<file path="src/rtl/usb3_ep0_host_if.sv">
// EP0 host-side bridge: SETUP words into the endpoint IN buffer, response out of the OUT buffer as TX packets.
// Latency: one word per RD_LAT+2 cycles on TX; SETUP words are written in the cycle they arrive.
// Backpressure: setup_busy outside the two SETUP word states; tx_req/tx_valid held until tx_ack/tx_ready.
module usb3_ep0_host_if #(
   parameter int MAX_PKT     = 512,
   parameter int RD_LAT      = 2,
   parameter int ACK_TIMEOUT = 255
) (
   input  logic        local_clk,
   input  logic        reset_n,
   input  logic        setup_valid,
   input  logic [31:0] setup_data,
   output logic        setup_busy,
   output logic [8:0]  ep_in_addr,
   output logic [31:0] ep_in_data,
   output logic        ep_in_wren,
   input  logic        ep_in_ready,
   output logic        ep_in_commit,
   output logic [10:0] ep_in_commit_len,
   input  logic        ep_in_commit_ack,
   output logic [8:0]  ep_out_addr,
   input  logic [31:0] ep_out_q,
   input  logic [10:0] ep_out_len,
   input  logic        ep_out_hasdata,
   output logic        ep_out_arm,
   input  logic        ep_out_arm_ack,
   output logic        tx_req,
   output logic [10:0] tx_len,
   input  logic        tx_ack,
   output logic        tx_valid,
   output logic [31:0] tx_data,
   output logic        tx_last,
   input  logic        tx_ready,
   output logic        err_timeout
);

   localparam int WW = $clog2(MAX_PKT / 4 + 1);
   localparam int TW = $clog2(ACK_TIMEOUT + 1);
   localparam int RW = $clog2(RD_LAT + 1);

   typedef enum logic [3:0] {
      ST_RESET, ST_IDLE, ST_SETUP_1, ST_WAIT_RDY, ST_COMMIT, ST_COMMIT_DROP,
      ST_WAIT_DATA, ST_TX_REQ, ST_RD_WAIT, ST_TX_BEAT, ST_ARM, ST_ARM_DROP
   } state_t;

   state_t         state, state_nxt;
   logic [10:0]    remaining;
   logic [8:0]     word_addr;
   logic [WW-1:0]  beat_idx;
   logic [WW-1:0]  pkt_words;
   logic [31:0]    hold_q;
   logic [TW-1:0]  tmo_cnt;
   logic [RW-1:0]  rd_cnt;
   logic           err_q;

   logic [10:0]    pkt_len_c;
   logic [11:0]    pkt_round_c;
   logic [WW-1:0]  pkt_words_c;
   logic [10:0]    dec_c;
   logic           last_beat;
   logic           rd_done;
   logic           in_hs;
   logic           tmo_hit;
   logic           tmo_fire;

   assign pkt_len_c   = (remaining > 11'(MAX_PKT)) ? 11'(MAX_PKT) : remaining;
   assign pkt_round_c = {1'b0, pkt_len_c} + 12'd3;
   assign pkt_words_c = WW'(pkt_round_c >> 2);
   assign dec_c       = (remaining >= 11'd4) ? 11'd4 : remaining;
   assign last_beat   = (beat_idx == pkt_words - WW'(1));
   assign rd_done     = (rd_cnt == RW'(RD_LAT));
   assign in_hs       = (state == ST_COMMIT) || (state == ST_COMMIT_DROP) ||
                        (state == ST_ARM) || (state == ST_ARM_DROP);
   assign tmo_hit     = (tmo_cnt == TW'(ACK_TIMEOUT - 1));

   // An acknowledge edge arriving on the final count still wins over the timeout.
   assign tmo_fire = tmo_hit &&
                     (((state == ST_COMMIT)      && !ep_in_commit_ack) ||
                      ((state == ST_COMMIT_DROP) &&  ep_in_commit_ack) ||
                      ((state == ST_ARM)         && !ep_out_arm_ack)   ||
                      ((state == ST_ARM_DROP)    &&  ep_out_arm_ack));

   always_ff @(posedge local_clk or negedge reset_n) begin
      if (!reset_n) state <= ST_RESET;
      else          state <= state_nxt;
   end

   always_comb begin
      state_nxt = state;
      case (state)
         ST_RESET:       state_nxt = ST_IDLE;
         ST_IDLE:        if (setup_valid) state_nxt = ST_SETUP_1;
         ST_SETUP_1:     if (setup_valid) state_nxt = ST_WAIT_RDY;
         ST_WAIT_RDY:    if (ep_in_ready) state_nxt = ST_COMMIT;
         ST_COMMIT:      if (ep_in_commit_ack) state_nxt = ST_COMMIT_DROP;
                         else if (tmo_fire) state_nxt = ST_IDLE;
         ST_COMMIT_DROP: if (!ep_in_commit_ack) state_nxt = ST_WAIT_DATA;
                         else if (tmo_fire) state_nxt = ST_IDLE;
         ST_WAIT_DATA:   if (ep_out_hasdata) state_nxt = ST_TX_REQ;
         ST_TX_REQ:      if (tx_ack) state_nxt = (pkt_len_c == 11'd0) ? ST_ARM : ST_RD_WAIT;
         ST_RD_WAIT:     if (rd_done) state_nxt = ST_TX_BEAT;
         ST_TX_BEAT: begin
            if (tx_ready) begin
               if (!last_beat)             state_nxt = ST_RD_WAIT;
               else if (remaining > dec_c) state_nxt = ST_TX_REQ;
               else                        state_nxt = ST_ARM;
            end
         end
         ST_ARM:         if (ep_out_arm_ack) state_nxt = ST_ARM_DROP;
                         else if (tmo_fire) state_nxt = ST_IDLE;
         ST_ARM_DROP:    if (!ep_out_arm_ack || tmo_fire) state_nxt = ST_IDLE;
         default:        state_nxt = ST_IDLE;
      endcase
   end

   always_comb begin
      setup_busy       = 1'b1;
      ep_in_addr       = 9'd0;
      ep_in_data       = 32'd0;
      ep_in_wren       = 1'b0;
      ep_in_commit     = 1'b0;
      ep_in_commit_len = 11'd0;
      ep_out_arm       = 1'b0;
      tx_req           = 1'b0;
      tx_len           = 11'd0;
      tx_valid         = 1'b0;
      tx_data          = 32'd0;
      tx_last          = 1'b0;
      case (state)
         ST_IDLE: begin
            setup_busy = 1'b0;
            ep_in_wren = setup_valid;
            ep_in_data = setup_valid ? setup_data : 32'd0;
         end
         ST_SETUP_1: begin
            setup_busy = 1'b0;
            ep_in_addr = 9'd1;
            ep_in_wren = setup_valid;
            ep_in_data = setup_valid ? setup_data : 32'd0;
         end
         ST_COMMIT: begin
            ep_in_commit     = 1'b1;
            ep_in_commit_len = 11'd8;
         end
         ST_TX_REQ: begin
            tx_req = 1'b1;
            tx_len = pkt_len_c;
         end
         ST_TX_BEAT: begin
            tx_valid = 1'b1;
            tx_data  = hold_q;
            tx_last  = last_beat;
         end
         ST_ARM:  ep_out_arm = 1'b1;
         default: ;
      endcase
   end

   always_ff @(posedge local_clk or negedge reset_n) begin
      if (!reset_n) begin
         remaining <= '0;
         word_addr <= '0;
         beat_idx  <= '0;
         pkt_words <= '0;
         hold_q    <= '0;
         tmo_cnt   <= '0;
         rd_cnt    <= '0;
         err_q     <= 1'b0;
      end else begin
         tmo_cnt <= in_hs ? tmo_cnt + TW'(1) : '0;
         rd_cnt  <= ((state == ST_RD_WAIT) && !rd_done) ? rd_cnt + RW'(1) : '0;
         if (tmo_fire) err_q <= 1'b1;
         case (state)
            ST_WAIT_DATA: if (ep_out_hasdata) begin
               remaining <= ep_out_len;
               word_addr <= '0;
            end
            ST_TX_REQ: if (tx_ack) begin
               pkt_words <= pkt_words_c;
               beat_idx  <= '0;
            end
            ST_RD_WAIT: if (rd_done) hold_q <= ep_out_q;
            ST_TX_BEAT: if (tx_ready) begin
               word_addr <= word_addr + 9'd1;
               remaining <= remaining - dec_c;
               beat_idx  <= beat_idx + WW'(1);
            end
            default: ;
         endcase
      end
   end

   assign ep_out_addr = word_addr;
   assign err_timeout = err_q;

endmodule

</file>
<file path="config.mk">
export PLATFORM = sky130hd
export DESIGN_NAME = usb3_ep0_host_if
export DESIGN_NICKNAME = d
export VERILOG_FILES = /design/src/rtl/usb3_ep0_host_if.sv
export SDC_FILE = /design/constraint.sdc
export NUM_CORES = 1
export LEC_CHECK = 0
export CORE_MARGIN = 5
export CORE_UTILIZATION = 40
export CTS_CLUSTER_DIAMETER = 80
export DETAILED_ROUTE_END_ITERATION = 7
export GPL_TIMING_DRIVEN = 0
export PLACE_DENSITY = 0.77
export SKIP_LAST_GASP = 1
export SLEW_MARGIN = 20
export SYNTH_ARGS = -nofsm -noshare
export SYNTH_HDL_FRONTEND = slang
export SYNTH_SLANG_ARGS = --single-unit
export TNS_END_PERCENT = 50
</file>
<file path="constraint.sdc">
create_clock -name local_clk -period 2.1 [get_ports local_clk]
set_input_delay 0.42 -clock local_clk [delete_from_list [all_inputs] [get_ports local_clk]]
set_output_delay 0.42 -clock local_clk [all_outputs]
set_load 0.05 [all_outputs]
</file>
==> results.py, run 1 <==
metrics = {
    "setup_path": {
        "crit_fanout": 3,
        "cp-end-kind": "primary output",
        "crit_path_frequent_cell": "nand3_2",
        "critPathKind": "flip-flop to primary output",
        "crit_path_start_kind": "flip-flop",
        "cp_slowest_stage_delay_ps": 510,
        "path_delay_family": "simple AND/OR/NAND/NOR gates",
        "critPathArrivalTime_ps": 2160,
        "path_cells": "buf_4 -> or4_1 -> nor2_1 -> nand4b_1 -> nand3_2 -> nand3_2 -> clkinvlp_4 -> buf_8",
        "crit_buf_inv": 3,
        "critPathSlowestCell": "or4_1",
        "cp_data_required_time_ps": 1680,
    },
    "die": {
        "start_util_pct": 40.50,
        "coreArea_sq_mm": 0.01252,
        "die_h_microns": 122.6,
        "fp.dieW_microns": 122.6,
        "rows": 41,
        "io_pins": 196,
        "dieArea_sq_mm": 0.01503,
    },
    "logic_synthesis": {
        "syn_area_sq_mm": 0.005070,
        "ys.flop_type": "dfrtp_1",
        "synth-seq-area-share_pct": 40.97,
        "synth_edf_count": 0,
        "syn_inst": 543,
        "ys_types": 63,
        "yosysWarnings": 0,
        "ys_seq_elements": 83,
        "async_flop_share_pct": 100.0,
        "syn_area_per_cell_sq_um": 9.337,
    },
    "timing": {
        "skew_ps": 8.244,
        "finalMaxSlewViolations": 0,
        "setup_ws_ps": -479.4,
        "fin_hold_ws_ps": 44.24,
        "rsz0062_at_grt": "true",
        "timing_hold_violations_final": 0,
        "fmax_ghz": 0.3877,
        "fin_tns_setup_ps": -10810,
        "setup_viol": 71,
        "period_minus_slack_ps": 2579,
        "worst_slew_pin_slew_ps": 682.5,
        "period_share_pct": 122.8,
        "maxSlewHeadroom_pct": 54.50,
    },
    "pwr": {
        "power_frac_seq_pct": 25.9,
        "cellPowerDensity_mw_per_mm2": 1026,
        "power_mw": 8.852,
        "peakVddDrop_mv": 0.4714,
        "netSwitchingFraction_pct": 42.54,
        "power.switching_mw": 3.766,
        "power.leakage_nw": 3.891,
        "pwr-share-comb_pct": 56.2,
        "p_int_mw": 5.086,
        "clkPwrFrac_pct": 17.9,
    },
    "cells_and_area": {
        "stdcell_count": 976,
        "nets": 890,
        "drive_gt1_share_pct": 41.67,
        "n_antenna_cell": 0,
        "syn_to_final_growth_pct": 70.21,
        "final_cell_area_sq_mm": 0.008630,
    },
    "detailed_routing": {
        "vias": 5123,
        "drt_iter0_drc": 263,
        "postRouteAntennaNets": 0,
        "finalWirelength_microns": 17570,
        "firstDrtPassIters": 5,
        "wire_per_inst_microns": 18.00,
        "vias_per_cell": 5.249,
        "drcViolationCount": 0,
    },
    "global_routing": {
        "grt_pass1_wl_microns": 26210,
        "gr-total-overflow": 0,
        "antenna_found_initial": 0,
        "track_usage_pct": 21.80,
        "grt_pass1_vias": 5120,
        "grt_max_degree": 48,
    },
    "min_path": {
        "hp-class": "input port to asynchronous set/reset pin",
    },
    "cts": {
        "cts.htree.levels": 3,
        "clkLatencyLatePin_ps": 340,
        "cts.path.max_buffers": 2,
        "clk_pin_slew_worst_paths_ps": 70,
        "cts_root_buf": "clkbuf_16",
        "tritoncts": "built",
        "numCtsBuffers": 9,
        "cts.sinks": 83,
    },
    "job": {
        "maxCapViolations": 0,
    },
    "placed_design": {
        "port_buffers": 176,
        "dpl.cell_count": 910,
        "gp_congestion": 0.8731,
        "placed_area_sq_mm": 0.007282,
        "dp_hpwl_microns": 12100,
    },
    "run_status": {
        "violations": "setup timing",
        "status": "finished, violations left",
    },
}
-- logic make-up (layout without fill, tap and decap cells) --
group,count (synthesis),in the layout,share of synthesized area [%]
adders and majority gates,7,7,1.727
muxes,36,36,7.922
xor gates and xnor gates,32,32,5.528
other,2,20,0.1481
and+or+nand+nor,251,251,27.44
AOI/OAI and AO/OA,73,74,9.847
buffers and inverters,59,301,6.417
DFF,83,83,40.97
-- power groups by stage --
| stage | clock network, mW | logic (mW) | registers [mW] |
|---|---|---|---|
| 5_1_grt | 1.66 | 5.26 | 2.33 |
| 3_5_place_dp | 0 | 3.82 | 2.19 |
| 3_3_place_gp | 0 | 3.73 | 2.17 |
| 2_1_floorplan | 0 | 2.75 | 2.13 |
| 6_report | 1.58 | 4.98 | 2.29 |
| 4_1_cts | 1.60 | 4.23 | 2.25 |
-- cells in the final DEF (no fill, tap or decap), types with 18 or more instances in the layout --
master           count
and2_1              18
and2_4              50
buf_4               71
buf_6               25
buf_8               59
clkdlybuf4s50_1     92
conb_1              20
dfrtp_1             73
mux2_2              33
nand2_1             41
nand3_1             21
nor2_1              38
o21ai_0             19
xor2_1              22
-- path summary, 6_finish.rpt --
check / startpoint / cells past startpoint / end / slack [ps]
worst min-delay path: reset_n / 1 / ep_out_addr[4]$_DFFE_PN0P_ / 40
max in group asynchronous: reset_n / 2 / remaining[7]$_DFFE_PN0P_ / 1430
worst max-delay path: pkt_words[1]$_DFFE_PN0P_ / 8 / tx_last / -480
min in group local_clk: rd_cnt[0]$_DFF_PN0_ / 1 / rd_cnt[0]$_DFF_PN0_ / 440
worst max register to register: remaining[6]$_DFFE_PN0P_ / 10 / remaining[10]$_DFFE_PN0P_ / -210
worst min register to register: rd_cnt[0]$_DFF_PN0_ / 1 / rd_cnt[0]$_DFF_PN0_ / 440
-- what timing repair did --
action,in CTS,in global routing
pin swaps,47,19
resized for setup,550,210
gates cloned,5,1
hold endpoints to repair,0,0
endpoints found under the setup margin,91,128
hold buffers,0,0
buffers inserted,22,28
-- through the flow --
step / setup WS (ps) / utilization [%]
detailed placement: -1028 / 58.18
floorplan: -100.8 / -
CTS: -461.8 / 65.20
global placement: -2380 / 57.98
finish: -479.4 / 68.94
global route: -571.7 / 68.94
-- worst register-to-register path, delay by kind of cell (launching register included) --
family                     cells  cell delay [ps]
and+or+nand+nor                6             1040
AOI/OAI and AO/OA              2              300
adders and majority gates      1              250
DFF                            1              450
buffers and inverters          1              170
-- area by class of cell --
class / count / area, sq um
multi-input combinational: 420 / 3113
sequential: 83 / 2090
tap: 172 / 215.2
inverter: 10 / 46.29
clock inverter: 5 / 52.55
timing repair buffer: 231 / 2501
fill: 946 / 3887
clock buffer: 11 / 242.7
buffer: 44 / 369.1
-- cell usage after synthesis, drive strengths merged, types with 5 or more instances --
cell type | n | share of area [%]
nor2 | 43 | 3.2
xnor2 | 10 | 1.7
o21ai | 25 | 2.5
a31oi | 5 | 0.62
xor2 | 22 | 3.8
clkbuf | 17 | 1.3
mux2 | 33 | 7.3
nand2 | 44 | 3.4
and2 | 68 | 8.4
dfrtp | 83 | 41
nand4 | 11 | 1.7
ha | 7 | 1.7
nor3 | 10 | 1.1
inv | 10 | 0.79
a21oi | 11 | 1.2
and3 | 15 | 1.9
nand3 | 24 | 2.4
or3 | 6 | 0.74
nand2b | 6 | 0.74
buf | 32 | 4.4
-- registers in the layout, summed over array words and instances, names as in the netlist, 2 cells and up --
register / cells
beat_idx: 8
ep_out_addr: 9
hold_q: 32
pkt_words: 8
rd_cnt: 2
remaining: 11
state: 4
tmo_cnt: 8
-- per-layer routing --
metal | wire length, microns | global-route usage [%]
met4 | 359 | 7.418
met3 | 1666 | 5.161
met5 | 0 | 0
met1 | 6604 | 25.68
met2 | 8941 | 38.89
Power figures use the tool's default switching activity.
==> run 2, diff against run 1 <==
- ABC_AREA: not set -> 1
- CORE_UTILIZATION: 40 -> 42
- CTS_BUF_LIST: not set -> sky130_fd_sc_hd__clkbuf_2 sky130_fd_sc_hd__clkbuf_4 sky130_fd_sc_hd__clkbuf_8
- PLACE_DENSITY: 0.77 -> 0.8
- SLEW_MARGIN: 20 -> not set
==> results.py, run 2 <==
metrics = {
    "logic_synthesis": {
        "synth_most_common_cell": "nand2_1",
        "synth_top_area_cell": "dfrtp_1",
        "async_flop_share_pct": 100.0,
        "syn_area_per_cell_sq_um": 6.847,
        "synth_edf_count": 0,
        "ys_seq_elements": 83,
        "synth-seq-area-share_pct": 39.50,
        "ys_types": 42,
        "ys.flop_type": "dfrtp_1",
        "synth_area_leaders": "dfrtp_1 39%, nand2_1 12%, nor2_1 12%",
        "syn_area_sq_mm": 0.005259,
        "syn_inst": 768,
        "synth.top_cell.area_share_pct": 39.50,
        "synthTopCellsByCount": "167 x nand2_1, 163 x nor2_1, 103 x inv_1, 83 x dfrtp_1, 50 x a21oi_1",
        "yosysWarnings": 0,
    },
    "cells_and_area": {
        "largest_reg_flops": 32,
        "drive_gt1_share_pct": 29.54,
        "n_antenna_cell": 0,
        "finalCoreUtilization_pct": 72.16,
        "stdcell_count": 1204,
        "nets": 1122,
        "mostFrequentLayoutCell": "nand2_1",
        "mostFrequentLayoutCells": "159 x nand2_1, 111 x nor2_1, 93 x inv_1, 93 x buf_4, 91 x clkdlybuf4s50_1",
        "syn_to_final_growth_pct": 66.88,
        "regMostFlops": "hold_q",
    },
    "timing": {
        "setup_ws_ps": -329.0,
        "setup_viol": 84,
        "timing_hold_violations_final": 0,
        "fin_tns_setup_ps": -11570,
        "finalMaxSlewViolations": 0,
        "period_minus_slack_ps": 2429,
        "rsz0062_at_grt": "true",
        "worst_slew_pin_slew_ps": 577.7,
        "period_share_pct": 115.7,
        "fin_hold_ws_ps": 15.56,
        "maxSlewHeadroom_pct": 61.64,
        "skew_ps": 11.82,
        "fmax_ghz": 0.4117,
    },
    "die": {
        "die_h_microns": 121.9,
        "dieArea_sq_mm": 0.01486,
        "coreArea_sq_mm": 0.01216,
        "fp.dieW_microns": 121.9,
        "start_util_pct": 43.24,
        "rows": 40,
        "io_pins": 196,
    },
    "detailed_routing": {
        "wire_per_inst_microns": 15.32,
        "drcViolationCount": 0,
        "postRouteAntennaNets": 0,
        "firstDrtPassIters": 5,
        "vias_per_cell": 4.923,
        "drt_iter0_drc": 536,
        "vias": 5927,
        "finalWirelength_microns": 18440,
    },
    "placed_design": {
        "dp_hpwl_microns": 12400,
        "dpl.cell_count": 1130,
        "dp_slack_ps": -898.6,
        "port_buffers": 175,
        "gp_congestion": 0.9123,
    },
    "global_routing": {
        "grt_pass1_wl_microns": 27600,
        "track_usage_pct": 23.17,
        "gr-total-overflow": 0,
        "antenna_found_initial": 0,
        "grt_max_degree": 43,
        "grt_pass1_vias": 5743,
    },
    "setup_path": {
        "critPathKind": "flip-flop to primary output",
        "crit_path_start_kind": "flip-flop",
        "crit_fanout": 4,
        "cp_data_required_time_ps": 1680,
        "critPathArrivalTime_ps": 2010,
        "r2r_slack_ps": -270,
        "cp-end-kind": "primary output",
    },
    "cts": {
        "cts_root_buf": "clkbuf_8",
        "cts.htree.levels": 3,
        "numCtsBuffers": 9,
        "cts.sinks": 83,
        "tritoncts": "built",
        "clkLatencyLatePin_ps": 380,
        "cts.path.max_buffers": 2,
        "clk_pin_slew_worst_paths_ps": 90,
    },
    "run_status": {
        "status": "finished, violations left",
        "violations": "setup timing",
    },
    "job": {
        "maxCapViolations": 0,
    },
    "pwr": {
        "power.leakage_nw": 4.274,
        "cellPowerDensity_mw_per_mm2": 1189,
        "peakVddDrop_mv": 0.6047,
    },
    "min_path": {
        "hp-class": "input port to asynchronous set/reset pin",
    },
}
## run 2: changes by cell type after synthesis, sizes merged, moves of 7 or more
cell   previous run  this run
nor2             43       171
inv              10       107
and3             15         2
xor2             22         4
o21ai            25        32
a21oi            11        50
mux2             33         0
nand3            24        42
and2             68         0
nand2            44       177
## run 2: per-layer routing
layer / up-vias / GRT usage, % / share of wire, %
met4: 0 / 7.283 / 2.3
met2: 224 / 39.99 / 52
met1: 2785 / 26.85 / 38
met5: - / 0 / 0
met3: 37 / 8.357 / 8.0
li1: 2881 / - / -
## run 2: path summary, 6_finish.rpt
| check | startpoint | endpoint | cells after the start |
|---|---|---|---|
| worst max-delay path | pkt_words[0]$_DFFE_PN0P_ | tx_last | 9 |
| worst min-delay path | reset_n | remaining[10]$_DFFE_PN0P_ | 1 |
| worst max register to register | pkt_words[0]$_DFFE_PN0P_ | state[1]$_DFFE_PN0P_ | 16 |
| worst min register to register | rd_cnt[0]$_DFF_PN0_ | rd_cnt[0]$_DFF_PN0_ | 1 |
| max in group asynchronous | reset_n | state[1]$_DFFE_PN0P_ | 2 |
| min in group local_clk | rd_cnt[0]$_DFF_PN0_ | rd_cnt[0]$_DFF_PN0_ | 1 |
## run 2: cells by family after synthesis
kind of cell / synth area share (%)
simple gates: 34.48
buf+inv: 12.66
compound gates: 9.898
flops: 39.50
xor+xnor: 1.665
fa+ha+maj: 1.665
other cells: 0.1428
## run 2: area by class of cell
class                   instances  area, sq um
fillers                       926         3386
multi-input cells             552         3092
repair buffers                233         2350
flip-flops and latches         83         2083
inverters                     108        426.7
plain buffers                  43        402.9
well taps                     168        210.2
clock buffers                   9        123.9
clock inverters                 7        81.33
repair inverters                1        6.256
## run 2: critical path, stage by stage, from the launching register on
cell and delay, ps:
dfrtp_1 410, inv_2 110, ha_4 210, xnor2_1 120
a21oi_1 150, o21ai_1 110, nor2_2 160, nand3_2 100
inv_2 100, buf_8 150
## run 2: stage by stage
step / power (mW) / area, sq um
floorplan: 5.885 / 5617
global placement: 7.169 / 7579
detailed placement: 7.251 / 7596
CTS: 9.410 / 8323
global route: 11.01 / 8776
finish: 10.44 / 8776
## run 2: where the power goes
| part | leakage (nW) | internal [mW] | switching (mW) |
|---|---|---|---|
| logic | 3.15 | 2.72 | 4.15 |
| registers | 1.02 | 1.95 | 0.378 |
| clock network | 0.101 | 0.566 | 0.674 |
## run 2: what timing repair did
action / in CTS / in global routing
cloned: 2 / 4
resized for setup: 582 / 84
pin swaps: 14 / 17
hold buffers: 0 / 0
setup endpoints to repair: 84 / 91
buffers inserted: 31 / 21
==> variant 1: new RTL, flow settings as in run 1 <==
Re-encode `state_t` (12 states) as Gray code, 4 bits wide.
--- a/src/rtl/usb3_ep0_host_if.sv
+++ b/src/rtl/usb3_ep0_host_if.sv
@@ -39,8 +39,8 @@
    localparam int RW = $clog2(RD_LAT + 1);
 
    typedef enum logic [3:0] {
-      ST_RESET, ST_IDLE, ST_SETUP_1, ST_WAIT_RDY, ST_COMMIT, ST_COMMIT_DROP,
-      ST_WAIT_DATA, ST_TX_REQ, ST_RD_WAIT, ST_TX_BEAT, ST_ARM, ST_ARM_DROP
+      ST_RESET = 4'b0000, ST_IDLE = 4'b0001, ST_SETUP_1 = 4'b0011, ST_WAIT_RDY = 4'b0010, ST_COMMIT = 4'b0110, ST_COMMIT_DROP = 4'b0111,
+      ST_WAIT_DATA = 4'b0101, ST_TX_REQ = 4'b0100, ST_RD_WAIT = 4'b1100, ST_TX_BEAT = 4'b1101, ST_ARM = 4'b1111, ST_ARM_DROP = 4'b1110
    } state_t;
 
    state_t         state, state_nxt;
Function: no difference found for any inputs over 10 cycles, from zero or initial values and one cycle with reset_n low; not proved beyond that.
==> variant 1 against run 1 <==
The run still ends with setup timing left. Design area increased by 1.5%. Sequential share of layout area decreased by 0.45 points. Non-clock buffer count increased by 17. Die area decreased by 0.52%. Synthesized area decreased by 0.57%. Power increased by 14%. Sequential cell count unchanged. Register-to-register slack got worse by 130 ps. Wire length decreased by 1.2%. Fmax decreased by 2.9%. Core utilization increased by 1.3 points. Setup slack got worse by 78 ps. Critical path depth unchanged. Critical path type unchanged. Largest power group unchanged.
==> variant 1: results <==
group,metric,value,unit
worst_setup_path,r2r_start,"remaining[4]",
global_routing,grt_max_degree,46,
sta,worst_slew_pin_slew,605.7,ps
pwr,leakagePower,3.946,nW
yosys,yosysUniqueCellTypes,62,
drt,drt_iter0_markers,304,
sta,whs,95.80,ps
global_routing,grt_pass1_wl,25.72,mm
sta,setup_ws,-557.0,ps
worst_setup_path,critPathArrivalTime,2240,ps
worst_setup_path,timing.rr.end,"remaining[6]",
global_routing,grt_pass1_vias,5301,
finish,drive_gt1_share,41.56,%
drt,first_pass_iters,7,
finish,final_nets,904,
worst_setup_path,r2r.worst_path.cells,11,
placement,gp_congestion,0.9150,
global_routing,grtUsageTotal,21.53,%
status,failed_checks,"setup timing",
sta,finalSetupViolations,91,
status,outcome,"complete, but fails checks",
global_routing,antenna_found_initial,0,
drt,drt-total-wl,17.36,mm
sta,final.setup.tns,-14490,ps
yosys,ys_seq_area_share,41.20,%
pwr,peakVddDrop,0.5412,mV
yosys,ys_top_cells_by_count,"dfrtp_1 (83), and2_1 (44), nor2_1 (41)",
placement,dp_cells,911,
sta,clock_skew,4.560,ps
worst_setup_path,regToRegSetupSlack,-340,ps
## variant 1: logic make-up after synthesis
group           after synthesis  share of synthesized area, %
compound gates               89                         11.62
xor+xnor                     31                         5.386
fa+ha+maj                     7                         1.737
buf+inv                      64                         6.825
flops                        83                         41.20
mux                          34                         7.570
other cells                   2                        0.1490
simple gates                234                         25.52
## variant 1: cell type report
type	count	area [sq um]
Multi-Input combinational cell	416	3064
Tap cell	172	215.2
Clock inverter	4	51.30
Timing Repair Buffer	246	2640
Inverter	11	72.57
Sequential cell	83	2082
Clock buffer	12	236.5
Buffer	46	399.1
Fill cell	877	3705
## variant 1: how the worst max path moves through the flow
stage / slack, ps / start / endpoint / depth (start not counted)
after floorplan: -220 / pkt_words[0] / tx_last / 7
after global placement: -2350 / reset_n / hold_q[19] / 1
after detailed placement: -1010 / state[3] / ep_in_data[13] / 7
after CTS: -580 / pkt_words[0] / tx_last / 8
after global routing: -640 / pkt_words[0] / tx_last / 8
final: -560 / pkt_words[0] / tx_last / 8
## variant 1: report_power, final
| group | leakage [nW] | total, mW | internal (mW) | switching, mW |
|---|---|---|---|---|
| sequential | 1.04 | 2.49 | 1.98 | 0.511 |
| clock | 0.137 | 1.55 | 0.923 | 0.622 |
| combinational | 2.77 | 6.08 | 2.83 | 3.25 |
| total | 3.95 | 10.1 | 5.73 | 4.38 |
## variant 1: critical path, stage by stage, from the launching register on
cell and delay (ps):
dfrtp_1 400, inv_2 90, ha_4 140, or3b_4 390, o31a_1 240, o211ai_1 220, a211o_1 220, nor2_4 60
buf_8 150
## variant 1: repair_timing
item	CTS	global route
gates cloned	5	1
resized for setup	519	279
pin swaps	22	35
buffers inserted	24	42
setup endpoints to repair	100	145
hold buffers	0	0
## variant 1: per-layer routing
layer / part of all wire, % / up-vias / GRT usage (%) / wire length [um]
met4: 2.8 / 0 / 7.978 / 485
met3: 6.8 / 42 / 4.424 / 1185
li1: - / 2420 / - / -
met5: 0 / - / 0 / 0
met1: 36 / 2548 / 23.77 / 6178
met2: 55 / 240 / 40.43 / 9506
## variant 1: per-stage QoR
step | utilization [%] | worst slack [ps] | area, sq um | total power [mW]
after floorplan | - | -221.5 | 5209 | 5.444
after global placement | 57.64 | -2348 | 7186 | 6.574
after detailed placement | 57.78 | -1012 | 7203 | 6.710
after CTS | 64.89 | -576.1 | 8089 | 8.990
after global routing | 70.28 | -636.0 | 8761 | 10.63
final | 70.28 | -557.0 | 8761 | 10.12
==> variant 2: new RTL, config.mk and constraints of run 1 <==
Without the edit above. Change the parameter `ACK_TIMEOUT` from 255 to 510.
--- a/src/rtl/usb3_ep0_host_if.sv
+++ b/src/rtl/usb3_ep0_host_if.sv
@@ -4,7 +4,7 @@
 module usb3_ep0_host_if #(
    parameter int MAX_PKT     = 512,
    parameter int RD_LAT      = 2,
-   parameter int ACK_TIMEOUT = 255
+   parameter int ACK_TIMEOUT = 510
 ) (
    input  logic        local_clk,
    input  logic        reset_n,
Function: no difference found for any inputs over 10 cycles, from zero or initial values and one cycle with reset_n low; that may be too few to reach the edited logic, so the function may still have changed.
==> variant 2 against run 1 <==
Wire length grew 3.7%. Clock skew is 0.99 ps higher. Sequential cell count grew 1. Setup slack got worse by 170 ps. Synthesized cell count up 2.8%. Power grew 6.7%. The flow still finishes with violations (setup timing). Design area is 2.9% higher. Synthesized area rose by 1.9%. Core utilization rose by 1.4 points. Die area rose by 1.8%. Combinational power increased by 9.6%.
==> variant 2: results <==
group,metric,value,unit
finish,inverters,14,
yosys,synthAdderAreaFrac,1.695,%
yosys,synth_cells,558,
finish,nonClkBufAreaFrac,33.47,%
worst_setup_path,critPathArrivalTime,2330,ps
global_routing,grtUsageMet1,24.71,%
finish,multi_input_area_share,35.88,%
drt,drt_iter0_markers,341,
drt,routedWlPerCell,18.20,um
finish,nFlopsAndLatches,84,
worst_setup_path,timing.rr.end,"state[3]",
worst_setup_path,crit_slowest_cell,"or4_4",
finish,seq_share,23.84,%
finish,clock_cell_area_share,3.650,%
finish,final_nets,915,
pwr,p_sw_share,42.15,%
global_routing,grtUsageTotal,22.08,%
sta,setup_ws,-646.0,ps
yosys,yosysUniqueCellTypes,71,
placement,dp_slack,-1093,ps
worst_setup_path,setup.worst_path.end,"tx_last",
finish,buffers,289,
sta,clock_skew,9.234,ps
cts,clock_path_buffers,2,
pwr,peakVddDrop,0.5091,mV
drt,post_drt_via_cell_ratio,5.340,
drt,wl_met2,9.245,mm
pwr,p_clk,1.72,mW
placement,gp_congestion,0.9051,
finish,clkbuf_count,9,
yosys,yosys-top-cells-area,"dfrtp_1 (41%), and2_1 (8.1%), mux2_2 (7.2%)",
global_routing,grt_pass1_vias,5363,
pwr,powerComb,5.46,mW
sta,worst_slew_pin_slew,677.5,ps
status,outcome,"complete, but fails checks",
sta,finalSetupViolations,78,
yosys,synth_xor_area_share,5.085,%
global_routing,grt_max_degree,60,
worst_setup_path,max_stage_delay,550,ps
status,failed_checks,"setup timing",
placement,dp_cells,925,
worst_setup_path,r2r.worst_path.cells,7,
yosys,ys_top_cells_by_count,"dfrtp_1 (84), and2_1 (67), nor2_1 (45)",
finish,drive_gt1_share,41.86,%
pwr,leakagePower,3.990,nW
global_routing,gr-usage-met3,5.813,%
-- variant 2: changes by cell type after synthesis, moves of 3 or more --
cell | before | now
a21oi_1 | 10 | 17
buf_1 | 0 | 3
buf_2 | 9 | 4
clkbuf_1 | 17 | 24
inv_1 | 9 | 13
nand2_1 | 43 | 40
nand2b_1 | 6 | 3
nand3_1 | 24 | 20
nor2b_1 | 1 | 4
nor4_1 | 1 | 5
o31ai_1 | 3 | 0
-- variant 2: metrics by stage --
step | total power, mW | area (sq um) | setup TNS, ps
floorplan | 4.937 | 5360 | -3323
global placement | 5.982 | 7337 | -267350
detailed placement | 6.090 | 7362 | -66010
finish | 9.443 | 8879 | -13120
global route | 9.879 | 8879 | -20120
CTS | 8.482 | 8175 | -21060
-- variant 2: repair_timing --
action	in CTS	in global routing
resized for setup	497	258
hold endpoints to repair	1	0
gates cloned	3	2
hold buffers	1	0
pin swaps	20	28
setup buffers	23	39
endpoints found under the setup margin	110	156
